[src/rtl/ysyx_22040088_wbu.sv]
// ----------------------------------------------------------------------------
// ysyx_22040088_wbu : writeback unit
//
// This unit drives the single GPR write port. It accepts completed results
// from the EXU (ALU/CSR results) and from the LSU (load data) over
// valid/ready handshakes. At most one result is accepted per cycle. Load data
// is shifted and sign/zero extended here, and writes to x0 are suppressed.
// The resulting write is registered for one cycle.
//
// Parameters
//   STARVE_MAX   number of consecutive cycles the EXU may lose arbitration
//                to the LSU before the EXU is given priority
//
// Ports
//   clk, rst_n                  core clock, asynchronous active-low reset
//   exu_valid/exu_ready         EXU result handshake
//   exu_rd/exu_wen/exu_data     EXU destination, write flag, result value
//   lsu_valid/lsu_ready         LSU load handshake
//   lsu_rd/lsu_funct3           load destination and load type
//   lsu_addr_lo/lsu_rdata       byte offset within the doubleword, raw doubleword
//   rf_wen/rf_waddr/rf_wdata    registered GPR write port
//   fwd_valid/fwd_rd/fwd_data   copy of the in-flight write for bypassing
//   misalign                    one-cycle pulse: accepted load was dropped
//   retire_cnt                  count of accepted results (wraps)
// ----------------------------------------------------------------------------
module ysyx_22040088_wbu #(
    parameter int STARVE_MAX = 4
) (
    input  logic        clk,
    input  logic        rst_n,

    input  logic        exu_valid,
    output logic        exu_ready,
    input  logic [4:0]  exu_rd,
    input  logic        exu_wen,
    input  logic [63:0] exu_data,

    input  logic        lsu_valid,
    output logic        lsu_ready,
    input  logic [4:0]  lsu_rd,
    input  logic [2:0]  lsu_funct3,
    input  logic [2:0]  lsu_addr_lo,
    input  logic [63:0] lsu_rdata,

    output logic        rf_wen,
    output logic [4:0]  rf_waddr,
    output logic [63:0] rf_wdata,

    output logic        fwd_valid,
    output logic [4:0]  fwd_rd,
    output logic [63:0] fwd_data,

    output logic        misalign,
    output logic [63:0] retire_cnt
);

    localparam int SW = $clog2(STARVE_MAX + 1);

    // Load formatting: pick the addressed bytes and extend to 64 bits.
    // funct3 = 111 has no defined format; it is rejected by load_bad().
    function automatic logic [63:0] load_fmt(input logic [63:0] sh,
                                             input logic [2:0]  funct3);
        logic signed [7:0]  sb;
        logic signed [15:0] shw;
        logic signed [31:0] sw;
        logic [63:0]        res;
        sb  = signed'(sh[7:0]);
        shw = signed'(sh[15:0]);
        sw  = signed'(sh[31:0]);
        case (funct3)
            3'b000:  res = 64'(sb);
            3'b001:  res = 64'(shw);
            3'b010:  res = 64'(sw);
            3'b011:  res = sh;
            3'b100:  res = {56'd0, sh[7:0]};
            3'b101:  res = {48'd0, sh[15:0]};
            3'b110:  res = {32'd0, sh[31:0]};
            default: res = 64'd0;
        endcase
        return res;
    endfunction

    // A load whose write must be dropped: misaligned halfword/word/doubleword
    // access, or the unused funct3 encoding.
    function automatic logic load_bad(input logic [2:0] funct3,
                                      input logic [2:0] addr_lo);
        logic bad;
        case (funct3)
            3'b001, 3'b101: bad = addr_lo[0];
            3'b010, 3'b110: bad = (addr_lo[1:0] != 2'b00);
            3'b011:         bad = (addr_lo != 3'b000);
            3'b111:         bad = 1'b1;
            default:        bad = 1'b0;
        endcase
        return bad;
    endfunction

    logic [SW-1:0] starve_cnt;
    logic          starve;
    logic          both_valid;
    logic          exu_fire;
    logic          lsu_fire;
    logic [63:0]   lsu_sh;
    logic [63:0]   lsu_fmt;
    logic          lsu_drop;

    // Arbitration. Ready depends only on valids, the starvation state and
    // reset, never on the payload. The losing source is the only one ever
    // held off, so a source that is not competing sees ready=1.
    assign starve     = (starve_cnt == SW'(STARVE_MAX));
    assign both_valid = exu_valid & lsu_valid;
    assign exu_ready  = rst_n & ~(both_valid & ~starve);
    assign lsu_ready  = rst_n & ~(both_valid & starve);
    assign exu_fire   = exu_valid & exu_ready;
    assign lsu_fire   = lsu_valid & lsu_ready;

    assign lsu_sh   = lsu_rdata >> {lsu_addr_lo, 3'b000};
    assign lsu_fmt  = load_fmt(lsu_sh, lsu_funct3);
    assign lsu_drop = load_bad(lsu_funct3, lsu_addr_lo);

    // ---- accept -> registered write port ----
    always_ff @(posedge clk or negedge rst_n) begin
        if (!rst_n) begin
            starve_cnt <= '0;
            rf_wen     <= 1'b0;
            rf_waddr   <= 5'd0;
            rf_wdata   <= 64'd0;
            misalign   <= 1'b0;
            retire_cnt <= 64'd0;
        end else begin
            // Counts consecutive cycles the EXU lost to the LSU; saturates
            // because the starve state then guarantees the next EXU win.
            if (exu_fire)
                starve_cnt <= '0;
            else if (both_valid && !starve)
                starve_cnt <= starve_cnt + SW'(1);

            rf_wen   <= 1'b0;
            misalign <= 1'b0;

            if (exu_fire) begin
                rf_wen   <= exu_wen & (exu_rd != 5'd0);
                rf_waddr <= exu_rd;
                rf_wdata <= exu_data;
            end else if (lsu_fire) begin
                rf_wen   <= ~lsu_drop & (lsu_rd != 5'd0);
                misalign <= lsu_drop;
                rf_waddr <= lsu_rd;
                rf_wdata <= lsu_fmt;
            end

            if (exu_fire || lsu_fire)
                retire_cnt <= retire_cnt + 64'd1;
        end
    end

    // The regfile commits at the next edge; readers in this cycle bypass.
    assign fwd_valid = rf_wen;
    assign fwd_rd    = rf_waddr;
    assign fwd_data  = rf_wdata;

endmodule

[config.mk]
export PLATFORM = sky130hd
export DESIGN_NAME = ysyx_22040088_wbu
export DESIGN_NICKNAME = d
export VERILOG_FILES = /design/src/rtl/ysyx_22040088_wbu.sv
export SDC_FILE = /design/constraint.sdc
export NUM_CORES = 1
export LEC_CHECK = 0
export BUFFER_PORTS_ARGS = -buffer_cell sky130_fd_sc_hd__buf_2
export CELL_PAD_IN_SITES_DETAIL_PLACEMENT = 0
export CELL_PAD_IN_SITES_GLOBAL_PLACEMENT = 1
export CORE_ASPECT_RATIO = 1.2
export CORE_MARGIN = 5
export CORE_UTILIZATION = 36
export DETAILED_ROUTE_END_ITERATION = 10
export PLACE_DENSITY_LB_ADDON = 0.1
export SKIP_CTS_REPAIR_TIMING = 1
export SYNTH_ARGS = -nofsm -noshare
export SYNTH_HDL_FRONTEND = slang
export SYNTH_SLANG_ARGS = --single-unit
[constraint.sdc]
create_clock -name clk -period 2.9 [get_ports clk]
set_clock_uncertainty 0.15 [all_clocks]
set_input_delay 0.725 -clock clk [delete_from_list [all_inputs] [get_ports clk]]
set_output_delay 0.725 -clock clk [all_outputs]
set_load 0.02 [all_outputs]
==> flow_metrics.py <==
metrics = {
    "yosys": {
        "synth_nets": 988,
        "ys_ff_latch": 138,
        "syn_inst": 836,
        "synthArstFlopShare_pct": 100.0,
        "synthFlopType": "dfrtp_1",
        "avgSynthCellArea_um2": 10.13,
        "synth_edf_count": 0,
        "yosysUniqueCellTypes": 47,
        "ys_warn_count": 0,
        "seq_area_frac_synth_pct": 40.79,
        "netlist_area_um2": 8467,
    },
    "global_route": {
        "first_global_vias": 7924,
        "antenna_found_initial": 1,
        "grt_max_degree": 72,
        "grt_pass1_wl_um": 47480,
        "overflow": 0,
        "grt.total_usage_pct": 23.28,
    },
    "worst_setup_path": {
        "cp-start-kind": "flip-flop",
        "critPathMaxFanout": 5,
        "cp-end-kind": "primary output",
        "cp.arrival_ps": 1820,
        "required_ps": 2030,
        "worst-setup-path-type": "reg2out",
    },
    "timing": {
        "hold_viol_final": 0,
        "rsz0062_at_grt": "no",
        "finalSetupViolCount": 0,
        "finalCritPeriodShare_pct": 92.93,
        "fin_crit_ps": 2695,
        "setup_slack_ps": 205.1,
        "setup_tns_ps": 0,
        "slew_viol_final": 0,
        "slew-limit-headroom_pct": 40.22,
        "tightest_slew_ps": 896.7,
        "holdWs_ps": 208.4,
        "fmax_ghz": 0.3711,
    },
    "drt": {
        "drc": 0,
        "dr.pass1.iters": 6,
        "via_per_inst": 5.374,
        "drt_wl_total_um": 31720,
        "drtAntennaViolNets": 0,
        "initialDrtViolationCount": 594,
        "via_count": 7814,
        "routedWlPerCell_um": 21.82,
    },
    "clocking": {
        "htree_levels": 4,
        "clkLatencyLatePin_ps": 420,
        "cts_made_buffers": 17,
        "tritoncts": "done",
        "path_clk_slew_ps": 70,
        "clock_sinks": 138,
        "cts_max_path_buffers": 2,
        "cts-root-buf": "clkbuf_16",
    },
    "pwr": {
        "ir_drop_mv": 0.3696,
        "power_density_nw_per_um2": 623.3,
        "leakage_uw": 0.005614,
    },
    "finish": {
        "syn2layout_area_growth_pct": 29.17,
        "final_cell_mix": "353 x buf_2, 138 x dfrtp_1, 95 x nand2_1",
        "antennaDiodeCount": 0,
        "instances_no_fill": 1454,
        "final_common_cell": "buf_2",
        "final_area_um2": 10940,
        "final_layout_size_suffix_gt1_share_pct": 42.23,
        "nNetsFinal": 1278,
    },
    "status": {
        "status": "complete, no violations",
    },
    "place": {
        "io_buffers": 355,
        "place_area_um2": 10340,
        "post-place-ws_ps": 40.42,
        "placed_cells": 1422,
        "place_congestion": 0.8693,
        "dp_hpwl_um": 24690,
    },
    "die": {
        "start_util_pct": 36.49,
        "die_height_um": 178.0,
        "dieWidth_um": 150.0,
        "io-pin-count": 356,
        "fp.dieArea_um2": 26700,
        "rows": 61,
        "core-area_um2": 23200,
    },
    "min_path": {
        "hold_path_class": "in2async",
    },
    "run": {
        "maxCapViolCount": 0,
    },
}
==> where the power goes <==
group          total [µW]  internal (µW)  switching (µW)
logic                2090            780            1310
registers            2460           2190             269
clock network        2260           1320             947
==> cell families (layout without fill, tap and decap cells) <==
group	after synthesis	count (layout)	synth area share [%]
buffers and inverters	139	442	9.546
and+or+nand+nor	269	269	16.21
AOI/OAI and AO/OA	125	125	11.13
adders and majority gates	3	3	0.4434
muxes	98	98	15.27
xor gates and xnor gates	64	64	6.620
DFF	138	138	40.79
==> final timing paths <==
path	from	end	slack (ps)	depth (start not counted)
setup reg to reg	retire_cnt[0]	retire_cnt[56]	350	6
setup / recovery	starve_cnt[0]	exu_ready	210	6
min in group clk	retire_cnt[63]	retire_cnt[63]	310	1
max in group asynchronous	rst_n	fwd_data[33]	1610	2
hold reg to reg	retire_cnt[63]	retire_cnt[63]	310	1
hold / removal	rst_n	retire_cnt[2]	210	2
==> layout make-up <==
cell class              count  area (µm²)
clock inverters            13       156.4
fillers                  2316       12270
flip-flops and latches    138        3453
repair buffers            395        2198
well taps                 315       394.1
clock buffers              19       442.9
inverters                  15       56.30
multi-input cells         559        4235
==> synthesized netlist by cell type, drive strengths merged (14+ instances only) <==
master  instances  area share [%]
xnor2          45             4.7
nand4          31             2.4
dfrtp         138              41
nand3          55             3.3
buf            89             7.3
mux2           19             2.5
nand2          95             4.2
nor2           28             1.2
nor3           16             1.1
xor2           19             2.0
o21ai          28             1.7
a222oi         40             4.7
a22oi          27             2.4
mux2i          56             6.6
clkbuf         35             1.6
inv            14            0.62
mux4           23             6.1
==> layer usage <==
| layer | vias to the layer above | global-route usage [%] | share of wire [%] |
|---|---|---|---|
| met1 | 3803 | 29.08 | 40 |
| li1 | 3625 | - | - |
| met4 | 2 | 7.666 | 2.5 |
| met5 | - | 0 | 0.041 |
| met2 | 343 | 40.22 | 51 |
| met3 | 41 | 4.727 | 6.8 |
==> worst max-delay path, stage by stage, from the launching register on <==
cell and delay [ps]:
dfrtp_1 380, inv_1 70, ha_1 210, nand2_1 190
nand3_1 180, and2_1 220, buf_2 160
==> metrics by stage <==
step	power [µW]	utilization (%)
final	6817	47.14
after global routing	7161	47.14
after CTS	6904	47.14
after detailed placement	4618	44.55
after global placement	4611	44.55
after floorplan	3951	-
==> sequential cells by signal, indices dropped and copies added (netlist names) <==
signal,count
fwd_data,64
retire_cnt,64
fwd_rd,5
starve_cnt,3
fwd_valid,1
misalign,1
Power figures use the tool's default switching activity.
